[src/rtl/jk_seq_driver.sv]
// Command-driven stimulus source and checker for a WIDTH-bit bank of JK flip-flops.
// Each command is accepted, drives one cycle of J/K excitation, then compares the bank against EXP.
module jk_seq_driver #(
   parameter int WIDTH = 4
) (
   input  logic             CLK,
   input  logic             RST,
   input  logic [1:0]       CMD,
   input  logic [WIDTH-1:0] TGT,
   input  logic             CMD_VALID,
   output logic             CMD_READY,
   input  logic             INJ,
   output logic [WIDTH-1:0] J,
   output logic [WIDTH-1:0] K,
   output logic [WIDTH-1:0] Q,
   output logic [WIDTH-1:0] EXP,
   output logic             DONE,
   output logic             ERR
);

   typedef enum logic [1:0] {IDLE, DRIVE, CHECK} state_t;

   state_t           state;
   logic [1:0]       cmd_r;
   logic [WIDTH-1:0] tgt_r;
   logic [WIDTH-1:0] j_next;
   logic [WIDTH-1:0] k_next;
   logic [WIDTH-1:0] exp_next;

   // Excitation is combinational so INJ can override bit 0 for the whole DRIVE cycle
   always_comb begin
      j_next = '0;
      k_next = '0;
      if (state == DRIVE) begin
         case (cmd_r)
            2'b00: begin
               j_next = tgt_r & ~Q;
               k_next = ~tgt_r & Q;
            end
            2'b01: begin
               j_next = '0;
               k_next = '0;
            end
            2'b10: begin
               j_next = '1;
               k_next = '1;
            end
            default: begin
               j_next = '0;
               k_next = '1;
            end
         endcase
         if (INJ) begin
            j_next[0] = 1'b0;
            k_next[0] = 1'b0;
         end
      end
   end

   always_comb begin
      exp_next = '0;
      case (CMD)
         2'b00:   exp_next = TGT;
         2'b01:   exp_next = Q;
         2'b10:   exp_next = ~Q;
         default: exp_next = '0;
      endcase
   end

   assign J = j_next;
   assign K = k_next;

   always_ff @(posedge CLK or posedge RST) begin
      if (RST) begin
         state     <= IDLE;
         cmd_r     <= 2'b00;
         tgt_r     <= '0;
         Q         <= '0;
         EXP       <= '0;
         DONE      <= 1'b0;
         ERR       <= 1'b0;
         CMD_READY <= 1'b1;
      end else begin
         case (state)
            IDLE: begin
               if (CMD_VALID) begin
                  cmd_r     <= CMD;
                  tgt_r     <= TGT;
                  EXP       <= exp_next;
                  CMD_READY <= 1'b0;
                  state     <= DRIVE;
               end
            end
            DRIVE: begin
               // Standard JK next-state: set where J and not Q, keep where Q and not K
               Q     <= (j_next & ~Q) | (~k_next & Q);
               DONE  <= 1'b1;
               state <= CHECK;
            end
            CHECK: begin
               DONE      <= 1'b0;
               CMD_READY <= 1'b1;
               if (Q != EXP) begin
                  ERR <= 1'b1;
               end
               state <= IDLE;
            end
            default: begin
               DONE      <= 1'b0;
               CMD_READY <= 1'b1;
               state     <= IDLE;
            end
         endcase
      end
   end

endmodule

[config.mk]
export PLATFORM = sky130hd
export DESIGN_NAME = jk_seq_driver
export DESIGN_NICKNAME = d
export VERILOG_FILES = /design/src/rtl/jk_seq_driver.sv
export SDC_FILE = /design/constraint.sdc
export NUM_CORES = 1
export LEC_CHECK = 0
export CAP_MARGIN = 10
export CORE_MARGIN = 2
export CORE_UTILIZATION = 45
export DETAILED_ROUTE_END_ITERATION = 12
export GPL_TIMING_DRIVEN = 0
export HOLD_SLACK_MARGIN = 0.02
export PLACE_DENSITY = 0.86
export SLEW_MARGIN = 20
export SYNTH_ARGS = -nofsm -noshare
export SYNTH_HDL_FRONTEND = slang
export SYNTH_SLANG_ARGS = --single-unit
[constraint.sdc]
create_clock -name CLK -period 2.77 [get_ports CLK]
set_input_delay 0.831 -clock CLK [delete_from_list [all_inputs] [get_ports CLK]]
set_output_delay 0.831 -clock CLK [all_outputs]
set_load 0.1 [all_outputs]
==> run_results.csv <==
group,metric,value,unit
setup_path,critical_path_depth,1,
sta,rsz0062_at_grt,"false",
clock_network,cts_root_buf,"clkbuf_4",
synth,synth_edf_count,0,
sta,clock_skew,0.004264,ns
sta,timing.final.crit_share,97.81,%
drt,ant_nets,0,
final_layout,nFillCells,189,
synth,synth_top_area_share,44.17,%
setup_path,worstSetupEndpointType,"output port",
worst_hold_path,min_path_cells,2,
synth,postSynthCellCount,121,
setup_path,crit_path_start_kind,"flip-flop",
setup_path,required,1.94,ns
sta,hold_viol,0,
floorplan,die_x,51.61,um
setup_path,critical_path_buf_inv_count,1,
drt,met2RoutedLength,1.284,mm
synth,async_flop_share,100.0,%
setup_path,crit_fanout,3,
synth,yosys.area.top_type,"dfrtp_1",
setup_path,path_delay_family,"buffers and inverters",
drt,vias_per_cell,5.235,
power_and_ir_drop,irDropWorstVdd,576.1,uV
placed_design,placed_cell_area,0.001368,sq mm
clock_network,clkSinkCount,19,
clock_network,clock_latency,0.30,ns
setup_path,slowest_delay,1.15,ns
job,cap_violations,0,
floorplan,die_h,51.61,um
clock_network,clkTransAtPathRegs,0.10,ns
floorplan,die_area,0.002663,sq mm
clock_network,cts_tree,"done",
worst_hold_path,min_path_type,"reg2reg",
synth,yosys_warnings,0,
placed_design,dpl.hpwl,1.825,mm
final_layout,areaGrowthSynthToFinish,34.48,%
placed_design,gp_congestion,0.8122,
synth,synth_common_cells,"nand2_1, dfrtp_1, nor2_1",
final_layout,antenna-diode-count,0,
setup_path,critPathArrivalTime,1.88,ns
final_layout,fin_nets,162,
synth,synth_seq_cells,19,
synth,syn-num-nets,131,
power_and_ir_drop,powerDensity,1186,mW/mm^2
drt,drc,0,
sta,fmax,0.3691,GHz
setup_path,rr_worst_depth,4,
final_layout,drive_above_1_share,20.53,%
clock_network,cts_buffers,3,
synth,ys_types,28,
drt,met1_length,1.011,mm
global_route,first_global_vias,928,
setup_path,crit_type,"reg2out",
drt,dr_wl_met3,98,um
floorplan,io_pins,29,
global_route,grt_start_max_net_pins,20,
global_route,grt_first_pass_wirelength,4.064,mm
sta,timing.slew.headroom,34.02,%
global_route,grt_use_total,20.68,%
run_status,status,"complete, no violations",
clock_network,clk_path_buf_depth,2,
drt,routed_wl,2.444,mm
drt,vias,937,
setup_path,critPathSlowestCell,"clkdlybuf4s50_1",
final_layout,finish.utilization,63.21,%
placed_design,io_buffers,26,
setup_path,crit_chain,"clkdlybuf4s50_1",
global_route,antenna_found_initial,0,
drt,first_pass_iters,4,
power_and_ir_drop,p_leak,0.6310,nW
sta,maxSlewViolCount,0,
clock_network,htree_levels,1,
sta,period_needed,2.709,ns
sta,max_slew.worst_pin.slew,0.9865,ns
global_route,gr-total-overflow,0,
floorplan,rows,17,
drt,highest_layer,"met4",
synth,avgSynthCellArea,8.428,sq um
synth,synthFlopType,"dfrtp_1",
synth,synth_most_common_cell,"nand2_1",
synth,synth_area_leaders,"dfrtp_1, nand2_1, nor2_1",
sta,setup_viol,0,
synth,syn_area,0.001020,sq mm
drt,drt_first_iter_violations,21,
drt,wire_per_inst,13.65,um
synth,ys_seq_area_share,46.75,%
floorplan,initial_core_util,47.00,%
floorplan,core,0.002170,sq mm
final_layout,fin_area,0.001371,sq mm
-- worst paths after layout --
| kind | to | slack, ns | from |
|---|---|---|---|
| hold / removal | CMD_READY | 0.50 | CMD_READY |
| max in group asynchronous | EXP[0] | 1.40 | RST |
| setup / recovery | EXP[1] | 0.06 | EXP[1] |
| setup reg to reg | EXP[0] | 1.29 | state[1] |
| min in group asynchronous | DONE | 0.93 | RST |
| hold reg to reg | CMD_READY | 0.50 | CMD_READY |
-- registers in the layout, indices dropped and copies added, names as in the netlist --
| signal | cells |
|---|---|
| tgt_r | 4 |
| Q | 4 |
| DONE | 1 |
| CMD_READY | 1 |
| cmd_r | 2 |
| EXP | 4 |
| state | 2 |
| ERR | 1 |
-- cells by family (layout without fill, tap and decap cells) --
group	count (synthesis)	after routing	synth area share, %
flip-flops	19	19	46.75
multiplexers	4	4	4.172
AND/OR/NAND/NOR	51	51	21.96
AO/OA/AOI/OAI	24	24	15.46
buffers and inverters	19	49	8.220
XOR/XNOR	4	4	3.435
-- layer usage --
| layer | up-vias | track usage (%) |
|---|---|---|
| met5 | - | 0 |
| met1 | 442 | 24.86 |
| met3 | 5 | 0.8621 |
| met4 | 0 | 9.649 |
| met2 | 28 | 37.82 |
| li1 | 462 | - |
-- final cells by class --
class / count / area (sq um) / share of cell area [%]
multi-input combinational: 83 / 511.7 / 37.32
sequential: 19 / 476.7 / 34.76
timing repair buffer: 26 / 236.5 / 17.24
buffer: 11 / 55.05 / 4.015
tap: 28 / 35.03 / 2.555
inverter: 8 / 30.03 / 2.190
clock buffer: 4 / 26.28 / 1.916
-- power by group --
part	internal (mW)	switching (mW)	leakage, nW
Clock	0.0562	0.0835	0.0150
Sequential	0.360	0.0743	0.230
Combinational	0.270	0.782	0.386
-- per-stage QoR --
step	hold WS [ns]	std cells	setup WS, ns	power [mW]	TNS (ns)
after floorplan	0.4728	121	-0.1296	1.275	-0.1296
after global placement	0.4527	175	-0.7768	1.479	-3.663
after detailed placement	0.4891	175	-0.7825	1.505	-3.804
after CTS	0.5040	179	0.002287	1.632	0
after global routing	0.5243	179	0.01014	1.706	0
final	0.4964	179	0.06058	1.627	0
-- what timing repair did --
action	in CTS	in global routing
setup endpoints to repair	10	5
hold buffers	0	0
buffers inserted	0	0
gates resized for setup	48	3
-- cell usage in the layout (no fill, tap or decap), types with 3 or more instances in the layout --
| cell | instances |
|---|---|
| a21oi_1 | 9 |
| buf_2 | 3 |
| buf_4 | 5 |
| clkbuf_1 | 6 |
| clkbuf_2 | 4 |
| clkbuf_4 | 3 |
| clkdlybuf4s50_1 | 16 |
| dfrtp_1 | 18 |
| inv_1 | 7 |
| nand2_1 | 24 |
| nor2_1 | 11 |
| nor2_2 | 3 |
| nor2_4 | 3 |
| nor3_1 | 3 |
| o31ai_1 | 3 |
| xnor2_1 | 4 |
No activity file was read; power rests on OpenSTA's default activity.
